[src/rtl/dmac_ctrl_unit_if.sv]
// dmac_ctrl_unit_if: request/AHB status in, config strobes and channel
// enables out; master = controller, slave = datapath/bench side.
interface dmac_ctrl_unit_if;
  logic [1:0] DmacReq;
  logic       HReady;
  logic [1:0] M_HResp;
  logic       irq;
  logic       C_config;
  logic       DmacReq_Reg_en;
  logic       PeriAddr_reg_en;
  logic       SAddr_Reg_en;
  logic       DAddr_Reg_en;
  logic       Trans_sz_Reg_en;
  logic       Ctrl_Reg_en;
  logic [1:0] addr_inc_sel;
  logic [1:0] config_HTrans;
  logic       config_write;
  logic [1:0] con_sel;
  logic       con_en;
  logic       channel_en_1;
  logic       channel_en_2;
  logic       busy;
  logic       done;
  logic       err;

  modport master (
    input  DmacReq, HReady, M_HResp,
    input  irq, C_config,
    output DmacReq_Reg_en, PeriAddr_reg_en,
    output SAddr_Reg_en, DAddr_Reg_en,
    output Trans_sz_Reg_en, Ctrl_Reg_en,
    output addr_inc_sel, config_HTrans,
    output config_write, con_sel, con_en,
    output channel_en_1, channel_en_2,
    output busy, done, err
  );

  modport slave (
    output DmacReq, HReady, M_HResp,
    output irq, C_config,
    input  DmacReq_Reg_en, PeriAddr_reg_en,
    input  SAddr_Reg_en, DAddr_Reg_en,
    input  Trans_sz_Reg_en, Ctrl_Reg_en,
    input  addr_inc_sel, config_HTrans,
    input  config_write, con_sel, con_en,
    input  channel_en_1, channel_en_2,
    input  busy, done, err
  );
endinterface

[src/rtl/dmac_ctrl_unit.sv]
// dmac_ctrl_unit: DMA control FSM (latch, 4-word config fetch, select, xfer).
// Define DMAC_CTRL_TIMEOUT_EN to enable the XFER watchdog (TIMEOUT_CYCLES).
module dmac_ctrl_unit #(
  parameter int TIMEOUT_CYCLES = 1024
) (
  input logic              clk,
  input logic              rst,
  dmac_ctrl_unit_if.master bus
);
  localparam logic [2:0] IDLE   = 3'd0;
  localparam logic [2:0] LATCH  = 3'd1;
  localparam logic [2:0] CFG_A  = 3'd2;
  localparam logic [2:0] CFG_D  = 3'd3;
  localparam logic [2:0] SELECT = 3'd4;
  localparam logic [2:0] XFER   = 3'd5;
  localparam logic [2:0] FINISH = 3'd6;
  localparam logic [2:0] ABORT  = 3'd7;

  logic [2:0] state;
  logic [2:0] nxt;
  logic [1:0] idx;
  logic       hs_err;
  logic       hs_ok;
  logic       tmo;

  assign hs_err = bus.HReady && (bus.M_HResp != 2'b00);
  assign hs_ok  = bus.HReady && (bus.M_HResp == 2'b00);

`ifdef DMAC_CTRL_TIMEOUT_EN
  localparam int CW =
    (TIMEOUT_CYCLES > 2) ? $clog2(TIMEOUT_CYCLES) : 1;
  logic [CW-1:0] cnt;

  // Held at zero outside XFER, so it restarts on every XFER entry.
  always_ff @(posedge clk or negedge rst) begin
    if (!rst)
      cnt <= '0;
    else if (state != XFER)
      cnt <= '0;
    else
      cnt <= cnt + 1'b1;
  end

  assign tmo = (cnt == CW'(TIMEOUT_CYCLES - 1));
`else
  logic unused_tmo_cfg;
  assign unused_tmo_cfg = ^TIMEOUT_CYCLES;
  assign tmo = 1'b0;
`endif

  always_ff @(posedge clk or negedge rst) begin
    if (!rst) begin
      state <= IDLE;
      idx   <= 2'd0;
    end else begin
      state <= nxt;
      if (state == LATCH)
        idx <= 2'd0;
      else if (state == CFG_D && hs_ok && idx != 2'd3)
        idx <= idx + 2'd1;
    end
  end

  always_comb begin
    nxt = state;
    unique case (state)
      IDLE:   if (bus.DmacReq != 2'b00) nxt = LATCH;
      LATCH:  nxt = CFG_A;
      CFG_A:  nxt = CFG_D;
      CFG_D: begin
        if (hs_err)
          nxt = ABORT;
        else if (hs_ok)
          nxt = (idx == 2'd3) ? SELECT : CFG_A;
      end
      SELECT: nxt = XFER;
      // Bus error beats irq; irq beats the watchdog.
      XFER: begin
        if (hs_err)
          nxt = ABORT;
        else if (bus.irq)
          nxt = FINISH;
        else if (tmo)
          nxt = ABORT;
      end
      FINISH: nxt = IDLE;
      ABORT:  nxt = IDLE;
      default: nxt = IDLE;
    endcase
  end

  always_comb begin
    bus.DmacReq_Reg_en  = 1'b0;
    bus.PeriAddr_reg_en = 1'b0;
    bus.SAddr_Reg_en    = 1'b0;
    bus.DAddr_Reg_en    = 1'b0;
    bus.Trans_sz_Reg_en = 1'b0;
    bus.Ctrl_Reg_en     = 1'b0;
    bus.addr_inc_sel    = 2'b00;
    bus.config_HTrans   = 2'b00;
    bus.config_write    = 1'b0;
    bus.con_sel         = 2'b00;
    bus.con_en          = 1'b0;
    bus.channel_en_1    = 1'b0;
    bus.channel_en_2    = 1'b0;
    bus.busy            = (state != IDLE);
    bus.done            = 1'b0;
    bus.err             = 1'b0;
    unique case (state)
      LATCH: begin
        bus.DmacReq_Reg_en  = 1'b1;
        bus.PeriAddr_reg_en = 1'b1;
        bus.con_en          = 1'b1;
        bus.con_sel         = 2'b10;
      end
      CFG_A: begin
        bus.config_HTrans = 2'b10;
        bus.con_sel       = 2'b10;
        bus.addr_inc_sel  = idx;
      end
      CFG_D: begin
        bus.con_sel         = 2'b10;
        bus.addr_inc_sel    = idx;
        bus.SAddr_Reg_en    = hs_ok && (idx == 2'd0);
        bus.DAddr_Reg_en    = hs_ok && (idx == 2'd1);
        bus.Trans_sz_Reg_en = hs_ok && (idx == 2'd2);
        bus.Ctrl_Reg_en     = hs_ok && (idx == 2'd3);
      end
      SELECT: begin
        bus.con_sel = {1'b0, bus.C_config};
        bus.con_en  = 1'b1;
      end
      XFER: begin
        bus.con_sel      = {1'b0, bus.C_config};
        bus.channel_en_1 = !bus.C_config;
        bus.channel_en_2 = bus.C_config;
      end
      FINISH: bus.done = 1'b1;
      ABORT:  bus.err  = 1'b1;
      default: ;
    endcase
  end
endmodule

[src/flat_wrapper.sv]
// flat-port wrapper written by rule: the top's interface ports become plain ports
module dmac_ctrl_unit_flat 
#(
  parameter int TIMEOUT_CYCLES = 1024
)
  (clk, rst, bus_DmacReq, bus_HReady, bus_M_HResp, bus_irq, bus_C_config, bus_DmacReq_Reg_en, bus_PeriAddr_reg_en, bus_SAddr_Reg_en, bus_DAddr_Reg_en, bus_Trans_sz_Reg_en, bus_Ctrl_Reg_en, bus_addr_inc_sel, bus_config_HTrans, bus_config_write, bus_con_sel, bus_con_en, bus_channel_en_1, bus_channel_en_2, bus_busy, bus_done, bus_err);
  dmac_ctrl_unit_if bus_i ();
  input logic clk;
  input logic rst;
  input wire logic [$bits(bus_i.DmacReq)-1:0] bus_DmacReq;
  input wire logic [$bits(bus_i.HReady)-1:0] bus_HReady;
  input wire logic [$bits(bus_i.M_HResp)-1:0] bus_M_HResp;
  input wire logic [$bits(bus_i.irq)-1:0] bus_irq;
  input wire logic [$bits(bus_i.C_config)-1:0] bus_C_config;
  output wire logic [$bits(bus_i.DmacReq_Reg_en)-1:0] bus_DmacReq_Reg_en;
  output wire logic [$bits(bus_i.PeriAddr_reg_en)-1:0] bus_PeriAddr_reg_en;
  output wire logic [$bits(bus_i.SAddr_Reg_en)-1:0] bus_SAddr_Reg_en;
  output wire logic [$bits(bus_i.DAddr_Reg_en)-1:0] bus_DAddr_Reg_en;
  output wire logic [$bits(bus_i.Trans_sz_Reg_en)-1:0] bus_Trans_sz_Reg_en;
  output wire logic [$bits(bus_i.Ctrl_Reg_en)-1:0] bus_Ctrl_Reg_en;
  output wire logic [$bits(bus_i.addr_inc_sel)-1:0] bus_addr_inc_sel;
  output wire logic [$bits(bus_i.config_HTrans)-1:0] bus_config_HTrans;
  output wire logic [$bits(bus_i.config_write)-1:0] bus_config_write;
  output wire logic [$bits(bus_i.con_sel)-1:0] bus_con_sel;
  output wire logic [$bits(bus_i.con_en)-1:0] bus_con_en;
  output wire logic [$bits(bus_i.channel_en_1)-1:0] bus_channel_en_1;
  output wire logic [$bits(bus_i.channel_en_2)-1:0] bus_channel_en_2;
  output wire logic [$bits(bus_i.busy)-1:0] bus_busy;
  output wire logic [$bits(bus_i.done)-1:0] bus_done;
  output wire logic [$bits(bus_i.err)-1:0] bus_err;
  assign bus_i.DmacReq = bus_DmacReq;
  assign bus_i.HReady = bus_HReady;
  assign bus_i.M_HResp = bus_M_HResp;
  assign bus_i.irq = bus_irq;
  assign bus_i.C_config = bus_C_config;
  assign bus_DmacReq_Reg_en = bus_i.DmacReq_Reg_en;
  assign bus_PeriAddr_reg_en = bus_i.PeriAddr_reg_en;
  assign bus_SAddr_Reg_en = bus_i.SAddr_Reg_en;
  assign bus_DAddr_Reg_en = bus_i.DAddr_Reg_en;
  assign bus_Trans_sz_Reg_en = bus_i.Trans_sz_Reg_en;
  assign bus_Ctrl_Reg_en = bus_i.Ctrl_Reg_en;
  assign bus_addr_inc_sel = bus_i.addr_inc_sel;
  assign bus_config_HTrans = bus_i.config_HTrans;
  assign bus_config_write = bus_i.config_write;
  assign bus_con_sel = bus_i.con_sel;
  assign bus_con_en = bus_i.con_en;
  assign bus_channel_en_1 = bus_i.channel_en_1;
  assign bus_channel_en_2 = bus_i.channel_en_2;
  assign bus_busy = bus_i.busy;
  assign bus_done = bus_i.done;
  assign bus_err = bus_i.err;
  dmac_ctrl_unit #(.TIMEOUT_CYCLES(TIMEOUT_CYCLES)) u_core (.clk(clk), .rst(rst), .bus(bus_i));
endmodule
[config.mk]
export PLATFORM = sky130hd
export DESIGN_NAME = dmac_ctrl_unit_flat
export DESIGN_NICKNAME = d
export VERILOG_FILES = /design/src/rtl/dmac_ctrl_unit_if.sv /design/src/rtl/dmac_ctrl_unit.sv /design/src/flat_wrapper.sv
export SDC_FILE = /design/constraint.sdc
export NUM_CORES = 1
export LEC_CHECK = 0
export BUFFER_PORTS_ARGS = -buffer_cell sky130_fd_sc_hd__buf_4
export CELL_PAD_IN_SITES_DETAIL_PLACEMENT = 0
export CELL_PAD_IN_SITES_GLOBAL_PLACEMENT = 1
export CORE_ASPECT_RATIO = 1.1
export CORE_UTILIZATION = 29
export DETAILED_ROUTE_END_ITERATION = 8
export GPL_TIMING_DRIVEN = 0
export MAX_ROUTING_LAYER = met4
export PLACE_DENSITY = 0.77
export RECOVER_POWER = 100
export SKIP_LAST_GASP = 1
export SLEW_MARGIN = 20
export SYNTH_ARGS = -nofsm -noshare
export SYNTH_HDL_FRONTEND = slang
export SYNTH_SLANG_ARGS = --single-unit
[constraint.sdc]
create_clock -name clk -period 1.8 [get_ports clk]
set_input_delay 0.54 -clock clk [delete_from_list [all_inputs] [get_ports clk]]
set_output_delay 0.54 -clock clk [all_outputs]
set_load 0.01 [all_outputs]
==> results of run 1 <==
-- report_power, final --
group / total, mW / switching (mW) / internal, mW
combinational: 0.945 / 0.436 / 0.509
sequential: 0.203 / 0.0414 / 0.162
clock: 0.132 / 0.0484 / 0.0840
total: 1.28 / 0.526 / 0.754
-- placed cells by master, fill, tap and decap left out, drive strengths merged, types with 2 or more instances in the layout --
cell    Yosys  layout
buf         7      36
nor2       14      14
clkbuf      0      10
dfrtp       5       5
nand2       4       4
o21ai       4       4
ha          4       4
and2        4       4
inv         3       3
mux2i       3       3
nand2b      3       3
nor3        2       2
o31ai       2       2
conb        1       2
-- logic make-up after synthesis --
family / after synthesis / synth area share
compound gates: 9 / 0.104
xor+xnor: 1 / 0.0166
fa+ha+maj: 4 / 0.0946
buf+inv: 10 / 0.125
flops: 5 / 0.236
mux: 3 / 0.0567
other cells: 1 / 0.00709
simple gates: 33 / 0.359
-- flip-flops by register name, indices dropped and copies added, names as in the netlist --
register      flops
u_core.state      3
u_core.idx        2
-- area by class of cell --
cell class                      instances  area, um2
Sequential cell                         5        125
Fill cell                             162        759
Multi-Input combinational cell         52        377
Inverter                                3       11.3
Buffer                                  5       38.8
Timing Repair Buffer                   37        274
Tap cell                               17       21.3
Clock buffer                            4       26.3
-- per-stage QoR --
stage / setup TNS (ns) / cell area (um2) / util / worst slack, ns / total power [mW]
final: -0.0637 / 873 / 0.535 / -0.0192 / 1.28
after global routing: -0.329 / 873 / 0.535 / -0.0558 / 1.39
after CTS: 0 / 871 / 0.533 / 0.00146 / 1.23
after detailed placement: -0.566 / 742 / 0.454 / -0.150 / 0.953
after global placement: -0.458 / 742 / 0.454 / -0.116 / 0.957
after floorplan: 0 / 533 / - / 0.139 / 0.695
-- how the worst min path moves through the flow --
stage,startpoint,depth (start not counted),end,slack (ns)
floorplan,rst,0,u_core.idx[0],0.24
CTS,rst,1,u_core.state[1],0.09
detailed placement,rst,1,u_core.state[1],0.35
global placement,rst,1,u_core.state[1],0.34
global route,rst,1,u_core.state[2],0.16
finish,rst,1,u_core.state[2],0.14
-- critical path: cells and delay by family (launching register included) --
| family | cells | cell delay, ns |
|---|---|---|
| DFF | 1 | 0.40 |
| buffers and inverters | 2 | 0.28 |
| and+or+nand+nor | 1 | 0.36 |
-- per-layer routing --
metal	up-vias	GRT usage
met3	2	0.0115
met1	267	0.187
met4	0	0.0750
met2	24	0.221
met5	-	-
li1	292	-
-- what timing repair did --
action,in CTS,in global routing
setup endpoints to repair,9,9
gates resized for setup,14,6
pin swaps,5,2
setup buffers,7,5
==> impl_metrics.env, run 1 <==
export IMPL_die_x_um=42.7
export IMPL_clock_sink_count=5
export IMPL_worst_clock_skew_ns=0.00406
export IMPL_grt_pass1_vias=480
export IMPL_die_height_um=46.8
export IMPL_layout_drive_gt1_share=0.453
export IMPL_timing_critical_path_required_ns=1.26
export IMPL_num_rows=15
export IMPL_detail_route_drc_violations=0
export IMPL_drt_wl_total_mm=1.38
export IMPL_average_vias_per_placed_instance=4.76
export IMPL_initial_core_utilization=0.324
export IMPL_cts_tree="built"
export IMPL_final_critical_path_setup_slack_ns=-0.0192
export IMPL_power_per_cell_area_mw_per_mm2=1470
export IMPL_path_common_cell="sky130_fd_sc_hd__buf_6"
export IMPL_final_nets=120
export IMPL_synth_top_cell_area_share=0.236
export IMPL_crit_path_end="bus_busy"
export IMPL_die_area_mm2=0.00200
export IMPL_grt_first_pass_wirelength_mm=2.05
export IMPL_grt_start_max_net_pins=11
export IMPL_synth_seq_cells=5
export IMPL_netlist_instances=66
export IMPL_post_cts_hold_buffer_count=0
export IMPL_clk_pin_slew_ns=0.05
export IMPL_highest_layer="met4"
export IMPL_yosys_area_top_type="sky130_fd_sc_hd__dfrtp_1"
export IMPL_regToRegEndpoint="u_core.idx[0]"
export IMPL_post_detailed_route_wirelength_per_cell_um=11.2
export IMPL_post_drt_antenna_nets=0
export IMPL_cts_htree_levels=1
export IMPL_synthTopCellsByArea="sky130_fd_sc_hd__dfrtp_1 (24%), sky130_fd_sc_hd__nor2_1 (9.9%), sky130_fd_sc_hd__ha_1 (9.5%)"
export IMPL_route_met2_wl_um=637
export IMPL_min_delay_path_class="primary input to asynchronous set/reset pin"
export IMPL_grt_setup_unrepaired="true"
export IMPL_dp_cells=109
export IMPL_m1WireLength_um=648
export IMPL_tritoncts_num_buffers=3
export IMPL_dr_first_iter_drc_count=8
export IMPL_p_leak_nw=0.428
export IMPL_max_vdd_ir_drop_uv=715
export IMPL_floorplan_core_area_mm2=0.00163
export IMPL_violated_checks="negative setup slack"
export IMPL_overflow=0
export IMPL_vias=585
export IMPL_placement_io_buffers=25
export IMPL_diodes_inserted=0
export IMPL_pin_count=28
export IMPL_clock_root_buffer="sky130_fd_sc_hd__clkbuf_4"
export IMPL_critical_path_arrival_ns=1.28
export IMPL_shortest_clock_period_the_worst_path_allows_after_layout_ns=1.82
export IMPL_fin_crit_sh=1.01
export IMPL_drv_cap=0
export IMPL_max_buffers_root_to_sink=2
export IMPL_globalplace_congestion=0.703
export IMPL_synth_top_cells_by_count="sky130_fd_sc_hd__nor2_1 (14), sky130_fd_sc_hd__dfrtp_1 (5)"
export IMPL_final_cells=123
export IMPL_critical_path_max_stage_delay_ns=0.40
export IMPL_hold_violations=0
export IMPL_async_reset_ff_frac=1.00
export IMPL_slowest_stage="sky130_fd_sc_hd__dfrtp_1"
export IMPL_yosysSeqAreaShare=0.236
export IMPL_synth_ff_type="sky130_fd_sc_hd__dfrtp_1"
export IMPL_path_cells="buf_6 > or3_4 > buf_6"
export IMPL_holdWs_ns=0.142
export IMPL_setup_violations_final=5
export IMPL_r2r_setup_slack_ns=0.40
export IMPL_post_synth_top_count_cell="sky130_fd_sc_hd__nor2_1"
export IMPL_place_detailed_hpwl_um=894
export IMPL_r2r_worst_path_cells=5
export IMPL_source_of_the_critical_timing_path="u_core.state[0]"
export IMPL_postSynthAreaPerCell_um2=8.02
export IMPL_yosys_warnings=0
export IMPL_cp_start_kind="flip-flop"
export IMPL_maxClockFrequency_ghz=0.550
export IMPL_synth_enable_flop_cells=0
export IMPL_maxSlewViolCount=0
export IMPL_timing_critical_path_fanout_max=7
export IMPL_critPathKind="flip-flop to output port"
export IMPL_syn_to_final_growth_pct=65.0
export IMPL_critical_register_to_register_path_startpoint="u_core.state[0]"
export IMPL_met3WireLength_um=81
export IMPL_synth_distinct_cells=27
export IMPL_syn_area_um2=529
export IMPL_clk_latency_ns=0.24
export IMPL_globalRouteTotalUtil=0.142
export IMPL_number_of_antenna_violations_at_the_first_check_in_global_routing=0
export IMPL_drt_first_pass_iters=4
export IMPL_critical_path_endpoint_type="output port"
export IMPL_outcome="complete, but fails checks"
Note: power is estimated with default switching activity, not from simulation.
==> run 2: changes to the inputs <==
- clock period: 1.8 -> 2.08 ns (I/O delays scaled with it)
==> impl_metrics.env, run 2 (synthesized netlist as in run 1, its figures left out) <==
export IMPL_mostFrequentLayoutCell="sky130_fd_sc_hd__buf_4"
export IMPL_groute_layer_met2_usage=0.164
export IMPL_layout_area_seq_um2=125
export IMPL_clk_latency_ns=0.24
export IMPL_layout_drive_gt1_share=0.313
export IMPL_grt_setup_unrepaired="false"
export IMPL_vias=526
export IMPL_fin_crit_sh=0.975
export IMPL_grt_pass1_vias=403
export IMPL_holdWs_ns=0.229
export IMPL_die_height_um=46.8
export IMPL_cts_setup_buffers=0
export IMPL_average_vias_per_placed_instance=4.65
export IMPL_multi_input_area_um2=349
export IMPL_clk_pin_slew_ns=0.05
export IMPL_tns_ns=0
export IMPL_post_detailed_route_wirelength_per_cell_um=10.4
export IMPL_cts_htree_levels=1
export IMPL_top_register="u_core.state"
export IMPL_dr_first_iter_drc_count=10
export IMPL_placement_io_buffers=25
export IMPL_r2r_worst_path_cells=4
export IMPL_layout_top_registers="u_core.state (3), u_core.idx (2)"
export IMPL_number_of_antenna_violations_at_the_first_check_in_global_routing=0
export IMPL_cts_tree="built"
export IMPL_layout_filler_cells=177
export IMPL_globalplace_congestion=0.703
export IMPL_die_area_mm2=0.00200
export IMPL_min_delay_path_class="primary input to asynchronous set/reset pin"
export IMPL_worst_clock_skew_ns=0.00383
export IMPL_grt_first_pass_wirelength_mm=1.68
export IMPL_critPathKind="primary input to output port"
export IMPL_post_drt_antenna_nets=0
export IMPL_drt_first_pass_iters=4
export IMPL_maxClockFrequency_ghz=0.493
export IMPL_setup_violations_final=0
export IMPL_initial_core_utilization=0.324
export IMPL_max_buffers_root_to_sink=2
export IMPL_timing_critical_path_fanout_max=5
export IMPL_grt_start_max_net_pins=11
export IMPL_drv_cap=0
export IMPL_globalRouteTotalUtil=0.117
export IMPL_power_per_cell_area_mw_per_mm2=1190
export IMPL_p_leak_nw=0.346
export IMPL_regToRegEndpoint="u_core.idx[0]"
export IMPL_hold_violations=0
export IMPL_shortest_clock_period_the_worst_path_allows_after_layout_ns=2.03
export IMPL_max_vdd_ir_drop_uv=493
export IMPL_syn_to_final_growth_pct=40.0
export IMPL_detail_route_drc_violations=0
export IMPL_pin_count=28
export IMPL_cp_start_kind="primary input"
export IMPL_r2r_setup_slack_ns=0.72
export IMPL_place_detailed_hpwl_um=894
export IMPL_clock_sink_count=5
export IMPL_globalRoute_busiestLayer="met2"
export IMPL_floorplan_core_area_mm2=0.00163
export IMPL_num_rows=15
export IMPL_maxSlewViolCount=0
export IMPL_layout_cells_most_common_list="sky130_fd_sc_hd__buf_4 (17), sky130_fd_sc_hd__nor2_1 (13), sky130_fd_sc_hd__clkbuf_1 (11), sky130_fd_sc_hd__clkbuf_4 (5), sky130_fd_sc_hd__dfrtp_1 (5)"
export IMPL_largest_register_ffs=3
export IMPL_timing_critical_path_required_ns=1.46
export IMPL_overflow=0
export IMPL_outcome="completed"
export IMPL_tritoncts_num_buffers=3
export IMPL_clock_root_buffer="sky130_fd_sc_hd__clkbuf_4"
export IMPL_die_x_um=42.7
export IMPL_global_route_usage_met1=0.161
export IMPL_final_nets=110
export IMPL_drt_wl_total_mm=1.18
export IMPL_critical_path_endpoint_type="output port"
export IMPL_critical_register_to_register_path_startpoint="u_core.state[2]"
export IMPL_critical_path_arrival_ns=1.40
export IMPL_groute_layer_met3_usage=0.0115
export IMPL_diodes_inserted=0
## run 2: worst max-delay path, stage by stage
cell and delay, ns:
sky130_fd_sc_hd__buf_4 0.13, sky130_fd_sc_hd__nand4bb_4 0.23, sky130_fd_sc_hd__nor2_2 0.16, sky130_fd_sc_hd__and2_0 0.14
sky130_fd_sc_hd__buf_4 0.12
## run 2: layer usage
metal | vias up | wire length (um)
li1 | 276 | -
met1 | 232 | 593
met2 | 18 | 511
met3 | 0 | 73
met4 | 0 | 0
met5 | - | 0
## run 2: final cells by class
cell class,instances,area share
Timing Repair Buffer,25,0.203
Buffer,7,0.0777
Inverter,3,0.0152
Clock buffer,4,0.0355
Sequential cell,5,0.169
Multi-Input combinational cell,52,0.471
Tap cell,17,0.0287
## run 2: power breakdown
group | total (mW) | internal (mW) | switching [mW]
clock | 0.114 | 0.0726 | 0.0414
combinational | 0.582 | 0.270 | 0.311
sequential | 0.184 | 0.140 | 0.0441
total | 0.880 | 0.483 | 0.397
## run 2: stage by stage
stage / power (mW) / instance area [um2] / cells / util / setup WS, ns
2_1_floorplan: 0.601 / 533 / 67 / - / 0.251
3_3_place_gp: 0.828 / 742 / 109 / 0.454 / -0.00382
3_5_place_dp: 0.824 / 742 / 109 / 0.454 / -0.0384
4_1_cts: 0.946 / 771 / 113 / 0.472 / -0.00990
5_1_grt: 0.964 / 741 / 113 / 0.454 / 0.00355
6_report: 0.880 / 741 / 113 / 0.454 / 0.0513
## run 2: worst max-delay path by stage
stage / endpoint / cells after the start / slack [ns] / from
after CTS: bus_Trans_sz_Reg_en / 5 / -0.01 / bus_M_HResp[0]
after global routing: bus_Trans_sz_Reg_en / 5 / 0.004 / bus_M_HResp[0]
after floorplan: bus_Ctrl_Reg_en / 3 / 0.25 / bus_M_HResp[0]
after global placement: bus_Trans_sz_Reg_en / 5 / -0.004 / bus_M_HResp[0]
final: bus_SAddr_Reg_en / 5 / 0.05 / bus_M_HResp[0]
after detailed placement: bus_Trans_sz_Reg_en / 5 / -0.04 / bus_M_HResp[0]
## run 2: repair_timing
item,in CTS,in global routing
setup endpoints to repair,4,6
pin swaps,0,1
hold buffers,0,0
endpoints found under the hold margin,0,0
gates resized for setup,1,6
